**src/rtl/pipelined_adder_if.sv**
```systemverilog
// Handshake/data bundle for pipelined_adder.
// The ovf signal exists only when PIPE_ADDER_OVF_EN is defined.
interface pipelined_adder_if #(
  parameter int unsigned WIDTH = 32
);
  logic             in_valid;
  logic             in_ready;
  logic [WIDTH-1:0] num1;
  logic [WIDTH-1:0] num2;
  logic             cin;
  logic             sub;
  logic             out_valid;
  logic             out_ready;
  logic [WIDTH-1:0] sum;
  logic             cout;
`ifdef PIPE_ADDER_OVF_EN
  logic             ovf;

  modport master (
    output in_valid, num1, num2, cin, sub, out_ready,
    input  in_ready, out_valid, sum, cout, ovf
  );
  modport slave (
    input  in_valid, num1, num2, cin, sub, out_ready,
    output in_ready, out_valid, sum, cout, ovf
  );
`else
  modport master (
    output in_valid, num1, num2, cin, sub, out_ready,
    input  in_ready, out_valid, sum, cout
  );
  modport slave (
    input  in_valid, num1, num2, cin, sub, out_ready,
    output in_ready, out_valid, sum, cout
  );
`endif
endinterface

```
**src/rtl/pipelined_adder.sv**
```systemverilog
// Pipelined add/subtract, one SEG_W-bit segment resolved per stage, global-stall handshake.
// Optional signed overflow output and sign pipeline: define PIPE_ADDER_OVF_EN.
module pipelined_adder #(
  parameter int unsigned WIDTH = 32,
  parameter int unsigned SEG_W = 8
) (
  input  logic              clk,
  input  logic              rst_n,
  pipelined_adder_if.slave  bus
);
  localparam int unsigned L = WIDTH / SEG_W;

  typedef logic [SEG_W:0] seg_t;

  logic             advance;
  logic [WIDTH-1:0] b_eff;
  logic             c_eff;

  // Per-stage registers: a_rem/b_rem hold the still-unresolved upper segments,
  // shifted down so the next stage always consumes bits [SEG_W-1:0].
  logic [L-1:0]     vld;
  logic [L-1:0]     cy;
  logic [WIDTH-1:0] acc   [L];
  logic [WIDTH-1:0] a_rem [L];
  logic [WIDTH-1:0] b_rem [L];

  logic [L-1:0]     vld_src;
  logic [L-1:0]     cin_src;
  logic [WIDTH-1:0] acc_src [L];
  logic [WIDTH-1:0] a_src   [L];
  logic [WIDTH-1:0] b_src   [L];
  seg_t             seg     [L];

`ifdef PIPE_ADDER_OVF_EN
  logic [L-1:0]     sa;
  logic [L-1:0]     sb;
  logic [L-1:0]     sa_src;
  logic [L-1:0]     sb_src;
`endif

  always_comb begin
    advance = !vld[L-1] | bus.out_ready;
    b_eff   = bus.sub ? ~bus.num2 : bus.num2;
    c_eff   = bus.cin ^ bus.sub;
  end

  // Source of stage k is the inputs for k=0 and register k-1 otherwise.
  always_comb begin
    vld_src    = '0;
    cin_src    = '0;
    vld_src[0] = bus.in_valid & advance;
    cin_src[0] = c_eff;
    acc_src[0] = '0;
    a_src[0]   = bus.num1;
    b_src[0]   = b_eff;
`ifdef PIPE_ADDER_OVF_EN
    sa_src    = '0;
    sb_src    = '0;
    sa_src[0] = bus.num1[WIDTH-1];
    sb_src[0] = b_eff[WIDTH-1];
`endif
    for (int unsigned k = 1; k < L; k++) begin
      vld_src[k] = vld[k-1];
      cin_src[k] = cy[k-1];
      acc_src[k] = acc[k-1];
      a_src[k]   = a_rem[k-1];
      b_src[k]   = b_rem[k-1];
`ifdef PIPE_ADDER_OVF_EN
      sa_src[k]  = sa[k-1];
      sb_src[k]  = sb[k-1];
`endif
    end
    for (int unsigned k = 0; k < L; k++) begin
      seg[k] = seg_t'(a_src[k][SEG_W-1:0]) + seg_t'(b_src[k][SEG_W-1:0]) + seg_t'(cin_src[k]);
    end
  end

  always_ff @(posedge clk or negedge rst_n) begin
    if (!rst_n) begin
      vld <= '0;
      cy  <= '0;
      for (int unsigned k = 0; k < L; k++) begin
        acc[k]   <= '0;
        a_rem[k] <= '0;
        b_rem[k] <= '0;
      end
`ifdef PIPE_ADDER_OVF_EN
      sa <= '0;
      sb <= '0;
`endif
    end else if (advance) begin
      for (int unsigned k = 0; k < L; k++) begin
        vld[k]   <= vld_src[k];
        cy[k]    <= seg[k][SEG_W];
        acc[k]   <= acc_src[k] | (WIDTH'(seg[k][SEG_W-1:0]) << (k * SEG_W));
        a_rem[k] <= a_src[k] >> SEG_W;
        b_rem[k] <= b_src[k] >> SEG_W;
      end
`ifdef PIPE_ADDER_OVF_EN
      sa <= sa_src;
      sb <= sb_src;
`endif
    end
  end

  always_comb begin
    bus.in_ready  = advance;
    bus.out_valid = vld[L-1];
    bus.sum       = acc[L-1];
    bus.cout      = cy[L-1];
`ifdef PIPE_ADDER_OVF_EN
    bus.ovf       = (sa[L-1] == sb[L-1]) & (acc[L-1][WIDTH-1] != sa[L-1]);
`endif
  end

endmodule

```
**src/flat_wrapper.sv**
```systemverilog
// flat-port wrapper written by rule: the top's interface ports become plain ports
module pipelined_adder_flat 
#(
  parameter int unsigned WIDTH = 32,
  parameter int unsigned SEG_W = 8
)
  (clk, rst_n, bus_in_valid, bus_num1, bus_num2, bus_cin, bus_sub, bus_out_ready, bus_in_ready, bus_out_valid, bus_sum, bus_cout);
  pipelined_adder_if #(.WIDTH(WIDTH)) bus_i ();
  input  logic clk;
  input  logic rst_n;
  input wire logic [$bits(bus_i.in_valid)-1:0] bus_in_valid;
  input wire logic [$bits(bus_i.num1)-1:0] bus_num1;
  input wire logic [$bits(bus_i.num2)-1:0] bus_num2;
  input wire logic [$bits(bus_i.cin)-1:0] bus_cin;
  input wire logic [$bits(bus_i.sub)-1:0] bus_sub;
  input wire logic [$bits(bus_i.out_ready)-1:0] bus_out_ready;
  output wire logic [$bits(bus_i.in_ready)-1:0] bus_in_ready;
  output wire logic [$bits(bus_i.out_valid)-1:0] bus_out_valid;
  output wire logic [$bits(bus_i.sum)-1:0] bus_sum;
  output wire logic [$bits(bus_i.cout)-1:0] bus_cout;
  assign bus_i.in_valid = bus_in_valid;
  assign bus_i.num1 = bus_num1;
  assign bus_i.num2 = bus_num2;
  assign bus_i.cin = bus_cin;
  assign bus_i.sub = bus_sub;
  assign bus_i.out_ready = bus_out_ready;
  assign bus_in_ready = bus_i.in_ready;
  assign bus_out_valid = bus_i.out_valid;
  assign bus_sum = bus_i.sum;
  assign bus_cout = bus_i.cout;
  pipelined_adder #(.WIDTH(WIDTH), .SEG_W(SEG_W)) u_core (.clk(clk), .rst_n(rst_n), .bus(bus_i));
endmodule
```
**config.mk**
```make
export PLATFORM = sky130hd
export DESIGN_NAME = pipelined_adder_flat
export DESIGN_NICKNAME = d
export VERILOG_FILES = /design/src/rtl/pipelined_adder_if.sv /design/src/rtl/pipelined_adder.sv /design/src/flat_wrapper.sv
export SDC_FILE = /design/constraint.sdc
export NUM_CORES = 1
export LEC_CHECK = 0
export CAP_MARGIN = 15
export CORE_MARGIN = 10
export CORE_UTILIZATION = 30
export CTS_CLUSTER_DIAMETER = 40
export DETAILED_ROUTE_END_ITERATION = 10
export SETUP_SLACK_MARGIN = 0.05
export SYNTH_ARGS = -nofsm -noshare
export SYNTH_HDL_FRONTEND = slang
export SYNTH_SLANG_ARGS = --single-unit
```
**constraint.sdc**
```tcl
create_clock -name clk -period 2.1 [get_ports clk]
set_clock_uncertainty 0.2 [all_clocks]
set_input_delay 0.42 -clock clk [delete_from_list [all_inputs] [get_ports clk]]
set_output_delay 0.42 -clock clk [all_outputs]
set_load 0.03 [all_outputs]
```
## After elaboration in Yosys (flattened, before gate mapping)

Index checks and enable logic that the tools add are counted.

| word-level totals | value |
|---|---|
| register bits after elaboration | 208 |
| latch bits | 0 |
| RAM bits | 0 |
| memory bits (read-only) | 0 |
| output and inout port bits | 35 |
| memories kept | 0 |

| operators by class | value |
|---|---|
| add/subtract/negate cells | 8 |
| multipliers | 0 |
| divide/modulo/power cells | 0 |
| order comparisons | 0 |
| equality and inequality tests | 0 |
| shifts and indexed selects | 0 |
| multiplexer cells | 1 |
| bitwise operators | 7 |
| reduce and logical (&&, ||, !) cells | 1 |

Operators with widths:

| cell | number |
|---|---|
| 8-bit by 8-bit adder with 9-bit output | 4 |
| 9-bit by 1-bit adder with 9-bit output | 4 |
| 32-bit 2-to-1 mux | 1 |
| 32-bit NOT | 1 |
| 32-bit by 24-bit bitwise OR with 32-bit output | 1 |
| 32-bit bitwise OR | 1 |
| 8-bit by 16-bit bitwise OR with 16-bit output | 1 |
| 1-bit bitwise AND | 1 |
| 1-bit zero test | 1 |
| 1-bit bitwise OR | 1 |
| 1-bit XOR | 1 |

## Depth between registers and ports, before layout

Gate-level depths: netlist of the first run.

| logic depth | value |
|---|---|
| depth after elaboration | 4 |
| depth in mapped cells | 11 |

## Worst setup path after synthesis of the first run

No wires, ideal clock.

| timing path | value |
|---|---|
| kind | input to register |
| from | in bus_sub |
| to | reg u_core.acc[102] in the netlist's numbering |
| arrival time | 2.667 ns |
| data required time | 1.836 ns |
| setup slack | -0.831 ns |
| stages | 11 |
| cells stage by stage | clkbuf_1 buf_2 xor2_1 fa_1 inv_1 fa_1 nor2b_4 o31a_1 o311a_1 a211oi_1 a21o_1 |

| on the way | value |
|---|---|
| word-level cells in the longest chain between the ends | 3 |
| elaborated cells between the ends (all ways) | 4 |
| those cells by class | add/sub (2); mux (1); bitwise (1) |

Ends and longest elaborated chain:

| element | line | RTL |
|---|---|---|
| start, declared | flat_wrapper.sv:15 | `input wire logic [$bits(bus_i.sub)-1:0] bus_sub;` |
| 32-bit 2-to-1 mux | pipelined_adder.sv:43 | `b_eff = bus.sub ? ~bus.num2 : bus.num2;` |
| 8-bit by 8-bit adder with 9-bit output | pipelined_adder.sv:74 | `seg[k] = seg_t'(a_src[k][SEG_W-1:0]) + seg_t'(b_src[k][SEG_W-1:0]) + seg_t'(cin_src[k]);` |
| 9-bit by 1-bit adder with 9-bit output * | pipelined_adder.sv:74 |  |
| end signal, assigned by index | pipelined_adder.sv:95 | `acc[k] <= acc_src[k] \| (WIDTH'(seg[k][SEG_W-1:0]) << (k * SEG_W));` |
| end, declared | pipelined_adder.sv:23 | `logic [WIDTH-1:0] acc [L];` |

Mark *: on every way between the ends. The rest lies on a longest branch, timed or not.
A chain may end at the register's enable or synchronous reset.

## Worst setup path in the final report of the first run

| timing path | value |
|---|---|
| from | reg u_core.cy[0] |
| to | reg u_core.acc[78] in the netlist's numbering |

| on the way | value |
|---|---|
| word-level cells in the longest chain between the ends | 2 |

Ends and longest elaborated chain:

| element | line | RTL |
|---|---|---|
| start, declared | pipelined_adder.sv:22 | `logic [L-1:0] cy;` |
| start signal, assigned by index | pipelined_adder.sv:94 | `cy[k] <= seg[k][SEG_W];` |
| 9-bit by 1-bit adder with 9-bit output | pipelined_adder.sv:74 |  |
| 8-bit by 16-bit bitwise OR with 16-bit output | pipelined_adder.sv:95 |  |

No other way between the ends.

==> results of run 1 <==
==> critical path, stage by stage (launching register included) <==
cell and delay, ns:
dfrtp_1 0.41, fa_2 0.44, fa_2 0.37, a21oi_2 0.15
o211ai_1 0.13, a21oi_2 0.19, xor2_1 0.18, o21ai_1 0.07
==> layer usage <==
| metal | vias to the layer above | routed length, um | share of wire |
|---|---|---|---|
| met5 | - | 0 | 0 |
| met4 | 0 | 325 | 0.017 |
| met3 | 19 | 594 | 0.031 |
| met2 | 87 | 8540 | 0.45 |
| met1 | 2854 | 9580 | 0.50 |
| li1 | 3209 | - | - |
==> kinds of logic (layout without fill, tap and decap cells) <==
family / count (synthesis) / after routing / synth area share
xor+xnor: 49 / 49 / 0.0503
buf+inv: 87 / 216 / 0.0582
fa+ha+maj: 36 / 36 / 0.0599
flops: 184 / 184 / 0.540
other cells: 0 / 1 / 0
compound gates: 111 / 111 / 0.0751
simple gates: 478 / 478 / 0.217
==> state kept, by name (all words and copies together), names as in the netlist <==
signal          flops
u_core.a_rem       48
u_core.acc         48
u_core.b_rem       48
u_core.bus.sum     32
u_core.cy           4
u_core.vld          4
==> cell type report <==
cell class                 instances  area, um2  share of cell area
antenna                            1       2.50            0.000227
tap                              378        473              0.0429
sequential                       184       4600               0.418
clock inverter                    15        158              0.0143
timing repair buffer             174       1740               0.158
multi-input combinational        674       3570               0.324
clock buffer                      17        425              0.0386
inverter                          10       40.0             0.00363
==> cells in the mapped netlist, types with 5 or more instances <==
cell type / count
nor3_1: 14
nand2_1: 440
a21o_1: 6
buf_4: 32
clkbuf_1: 17
o211ai_1: 5
a21oi_1: 16
xnor2_1: 28
a211oi_1: 10
o21ai_0: 61
dfrtp_1: 184
buf_2: 26
nor2_1: 13
fa_1: 8
ha_1: 28
xor2_1: 21
inv_1: 9
==> worst paths after layout <==
kind,slack [ns],to,cells past startpoint,start
min,0.26,u_core.vld[3]$_DFFE_PN0N_,1,u_core.vld[2]$_DFFE_PN0N_
min reg2reg,0.26,u_core.vld[3]$_DFFE_PN0N_,1,u_core.vld[2]$_DFFE_PN0N_
max,-0.16,u_core.acc[78]$_DFFE_PN0N_,7,u_core.cy[0]$_DFFE_PN0N_
max in group asynchronous,0.81,u_core.b_rem[73]$_DFFE_PN0N_,3,rst_n
max reg2reg,-0.16,u_core.acc[78]$_DFFE_PN0N_,7,u_core.cy[0]$_DFFE_PN0N_
min in group asynchronous,0.30,u_core.acc[96]$_DFFE_PN0N_,2,rst_n
==> power by group through the flow <==
stage	Sequential [mW]	Combinational, mW	Clock [mW]
2_1_floorplan	5.87	4.87	0
3_3_place_gp	6.00	6.83	0
3_5_place_dp	6.07	6.97	0
4_1_cts	6.00	6.98	3.19
5_1_grt	6.18	8.09	3.33
6_report	5.97	7.18	3.10
==> repair_timing <==
action,in CTS,in global routing
pin swaps,40,21
hold buffers,1,0
hold endpoints to repair,40,0
gates resized for setup,63,17
buffers inserted,8,7
endpoints found under the setup margin,54,20
gates cloned,0,0
==> cells in the final DEF (no fill, tap or decap), drive strengths merged <==
cell and instances:
nand2 440, dfrtp 184, buf 73, clkdlybuf4s50 62, o21ai 61, dlygate4sd2 36, xnor2 28, ha 28
xor2 21, clkbuf 18, a21oi 16, inv 16, nor3 14, nor2 13, a211oi 10, fa 8
clkinv 7, a21o 6, o211ai 5, o21bai 4, a31oi 4, nor2b 4, or3 3, nand2b 3
o21a 2, clkinvlp 2, diode 1, o31a 1, or2 1, o311a 1, a41oi 1, dlygate4sd3 1
clkdlybuf4s15 1
==> through the flow <==
step	power [mW]	setup WS [ns]	hold WS (ns)	instance area, um2	TNS [ns]
2_1_floorplan	10.7	-0.577	-0.0756	8610	-2.03
3_3_place_gp	12.8	-0.800	0.203	10300	-5.25
3_5_place_dp	13.0	-0.824	0.199	10300	-5.65
4_1_cts	16.2	-0.157	0.260	10900	-0.909
5_1_grt	17.6	-0.243	0.272	11000	-2.55
6_report	16.2	-0.161	0.257	11000	-1.04
==> impl_metrics.py, run 1 <==
metrics = {
    "floorplan": {
        "die_w_um": 189,
        "core-area_um2": 27900,
        "rows": 61,
        "io_pins": 105,
        "start_util": 0.305,
        "die_area_um2": 35600,
        "die_y_um": 189,
    },
    "pwr": {
        "p_leak_nw": 5.35,
        "switchingPower_mw": 6.41,
        "p_sw_frac": 0.395,
        "ir_worst_vdd_uv": 604,
        "intPower_mw": 9.84,
        "clockPowerShare": 0.191,
        "p_comb_frac": 0.442,
        "power.density_nw_per_um2": 1470,
        "seqPwrFrac": 0.368,
    },
    "global_route": {
        "grtUsageTotal": 0.108,
        "grt_pass1_wl_mm": 31.8,
        "grt_pass1_vias": 6235,
        "use_met2": 0.163,
        "met1_usage": 0.151,
        "gr-total-overflow": 0,
        "grt_antenna_before_repair": 1,
        "grtUsageMet3": 0.0223,
        "top_usage_layer": "met2",
        "grt_max_degree": 48,
    },
    "clocking": {
        "cts_tree": "done",
        "clk_pin_slew_ns": 0.07,
        "htreeDepth": 4,
        "cts-root-buf": "clkbuf_16",
        "worstSkewPairLatency_ns": 0.43,
        "cts-buffers-inserted": 17,
        "clock-sinks": 184,
        "clockBufferDepth": 2,
    },
    "drt": {
        "drc": 0,
        "ant_nets": 0,
        "wl_per_cell_um": 13.1,
        "dr.pass1.iters": 4,
        "wirelength_mm": 19.0,
        "first_iter_violations": 341,
        "viasPerCell": 4.25,
        "vias": 6169,
    },
    "critical_path": {
        "cp_max_fo": 3,
        "cp.required_ns": 2.20,
        "crit_path_start_kind": "flop",
        "path_class": "flop to flop",
        "worstPathArrival_ns": 2.36,
        "critical_path.endpoint_type": "flop",
    },
    "min_path": {
        "hold_class": "flop to flop",
    },
    "finish": {
        "syn_to_final_growth_pct": 29.2,
        "drive_above_1_share": 0.130,
        "fillers": 2847,
        "final_nets": 1167,
        "post-route-util": 0.394,
        "fin_cells": 1453,
    },
    "logic_synthesis": {
        "ys_seq_area_frac": 0.540,
        "synth_fp_nets": 1051,
        "ys_ff_latch": 184,
        "synth.area.top_cells": "dfrtp_1 (54%), nand2_1 (19%), ha_1 (4.1%)",
        "synth_cell_type_count": 31,
        "syn_area_per_cell_um2": 9.02,
        "synth-async-reset-ratio": 1.00,
        "syn_inst": 945,
        "yosysTopAreaCellShare": 0.540,
        "synth_top_area_cell": "dfrtp_1",
        "yosys_warnings": 0,
        "synth_flop_cell": "dfrtp_1",
        "synth-edff-count": 0,
        "netlist_area_um2": 8530,
    },
    "sta": {
        "fin_crit_ns": 2.26,
        "max_freq_ghz": 0.442,
        "worst_slew_pin_slew_ns": 0.416,
        "final-hold-violation-count": 0,
        "timing.final.crit_share": 1.08,
        "finalSetupViolCount": 13,
        "drv_slew": 0,
        "rsz0062_at_grt": "yes",
        "maxSlewHeadroom": 0.723,
        "setup_slack_ns": -0.161,
    },
    "place": {
        "dp_hpwl_mm": 14.0,
        "dpl.cell_count": 1406,
        "gp_congestion": 0.793,
        "port_buffers": 104,
    },
    "outcome": {
        "status": "finished with violations",
        "violations": "setup timing",
    },
    "flow_run": {
        "maxCapViolCount": 0,
    },
}
Note: power is estimated with default switching activity, not from simulation.
==> run 2: changes to the inputs <==
- CAP_MARGIN: 15 -> default
==> results of run 2 <==
The final DEF is identical to that of run 1; final timing and power are the same.
==> run 3: changes to the inputs <==
- CORE_MARGIN: 10 -> default
==> impl_metrics.py, run 3 (synthesis results as in run 1) <==
metrics = {
    "outcome": {
        "status": "finished with violations",
        "violations": "setup timing",
    },
    "drt": {
        "wl_per_cell_um": 12.6,
        "dr.pass1.iters": 4,
        "drc": 0,
        "first_iter_violations": 272,
        "viasPerCell": 4.19,
        "wirelength_mm": 18.2,
        "vias": 6064,
        "ant_nets": 0,
    },
    "place": {
        "gp_congestion": 0.805,
        "port_buffers": 104,
        "dpl.cell_count": 1402,
        "dp_hpwl_mm": 12.9,
        "place_ws_ns": -0.812,
    },
    "finish": {
        "drive_above_1_share": 0.127,
        "fillers": 2778,
        "fin_cells": 1447,
        "num_antenna_cells": 0,
        "biggestRegsByFlops": "u_core.a_rem (48), u_core.acc (48), u_core.b_rem (48)",
        "syn_to_final_growth_pct": 29.2,
        "final_common_cell": "nand2_1",
        "post-route-util": 0.396,
        "final_nets": 1162,
        "final_cell_mix": "nand2_1 (440), dfrtp_1 (184), clkdlybuf4s50_1 (61), o21ai_0 (44), buf_4 (43)",
    },
    "clocking": {
        "cts-buffers-inserted": 17,
        "clock-sinks": 184,
        "clockBufferDepth": 2,
        "clk_pin_slew_ns": 0.07,
        "cts_tree": "done",
        "worstSkewPairLatency_ns": 0.43,
        "cts-root-buf": "clkbuf_16",
        "htreeDepth": 4,
    },
    "sta": {
        "max_freq_ghz": 0.441,
        "fin_crit_ns": 2.27,
        "maxSlewHeadroom": 0.639,
        "timing.final.crit_share": 1.08,
        "rsz0062_at_grt": "yes",
        "finalSetupViolCount": 11,
        "setup_slack_ns": -0.169,
        "final-hold-violation-count": 0,
        "worst_slew_pin_slew_ns": 0.541,
        "drv_slew": 0,
    },
    "critical_path": {
        "cp.required_ns": 2.21,
        "worstPathArrival_ns": 2.38,
        "reg2reg_slack_ns": -0.17,
        "path_class": "flop to flop",
        "crit_path_start_kind": "flop",
        "critical_path.endpoint_type": "flop",
        "cp_max_fo": 3,
    },
    "floorplan": {
        "start_util": 0.306,
        "die_y_um": 171,
        "rows": 61,
        "die_area_um2": 29100,
        "die_w_um": 171,
        "io_pins": 105,
        "core-area_um2": 27900,
    },
    "global_route": {
        "grt_antenna_before_repair": 0,
        "grt_max_degree": 61,
        "grt_pass1_wl_mm": 30.2,
        "grt_pass1_vias": 6069,
        "grtUsageTotal": 0.131,
        "gr-total-overflow": 0,
    },
    "pwr": {
        "power.density_nw_per_um2": 1450,
        "ir_worst_vdd_uv": 607,
        "totalPowerFinal_mw": 16.0,
        "p_leak_nw": 5.35,
    },
    "min_path": {
        "hold_class": "flop to flop",
    },
    "flow_run": {
        "maxCapViolCount": 0,
    },
}
run 3: routing by layer:
layer,GRT usage,vias to the layer above,share of wire
met5,0,-,0
met4,0.0353,0,0.011
met3,0.0261,15,0.027
met2,0.196,82,0.44
met1,0.191,2778,0.53
li1,-,3189,-
run 3: final cells by class:
class                      count  area, um2  share of cell area
clock inverter                14        154              0.0140
timing repair buffer         169       1720               0.156
tap                          378        473              0.0429
sequential                   184       4600               0.418
inverter                      10       40.0             0.00363
multi-input combinational    674       3600               0.327
clock buffer                  18        429              0.0389
run 3: path summary, 6_finish.rpt:
kind	depth (start not counted)	from	to
setup reg to reg	7	u_core.cy[0]$_DFFE_PN0N_	u_core.acc[78]$_DFFE_PN0N_
setup / recovery	7	u_core.cy[0]$_DFFE_PN0N_	u_core.acc[78]$_DFFE_PN0N_
hold reg to reg	2	u_core.bus.sum[18]$_DFFE_PN0N_	u_core.bus.sum[18]$_DFFE_PN0N_
hold / removal	2	u_core.bus.sum[18]$_DFFE_PN0N_	u_core.bus.sum[18]$_DFFE_PN0N_
max in group asynchronous	3	rst_n	u_core.a_rem[109]$_DFFE_PN0N_
min in group asynchronous	2	rst_n	u_core.b_rem[97]$_DFFE_PN0N_
run 3: where the power goes:
part	leakage [nW]	internal [mW]	total, mW	switching (mW)
clock	0.282	1.59	3.13	1.53
combinational	2.84	3.00	6.91	3.91
sequential	2.23	5.12	5.99	0.865
total	5.35	9.72	16.0	6.31
run 3: what timing repair did:
item	CTS	global route
endpoints found under the setup margin	56	20
gates resized for setup	69	25
pin swaps	35	30
buffers inserted	10	4
endpoints found under the hold margin	54	0
hold buffers	1	0
run 3: stage by stage:
| step | TNS (ns) | hold slack, ns | cell area (um2) |
|---|---|---|---|
| after CTS | -0.880 | 0.267 | 10900 |
| after detailed placement | -5.79 | 0.252 | 10200 |
| after global routing | -1.86 | 0.288 | 11000 |
| final | -0.842 | 0.260 | 11000 |
| after global placement | -5.40 | 0.243 | 10200 |
| after floorplan | -2.03 | -0.0756 | 8610 |
run 3: critical path, cell delays in order, from the launching register on:
cell and delay, ns:
dfrtp_1 0.41, fa_2 0.43, fa_2 0.36, a21oi_2 0.17, o211ai_1 0.16, a21oi_2 0.18
xor2_1 0.16, o21ai_1 0.07
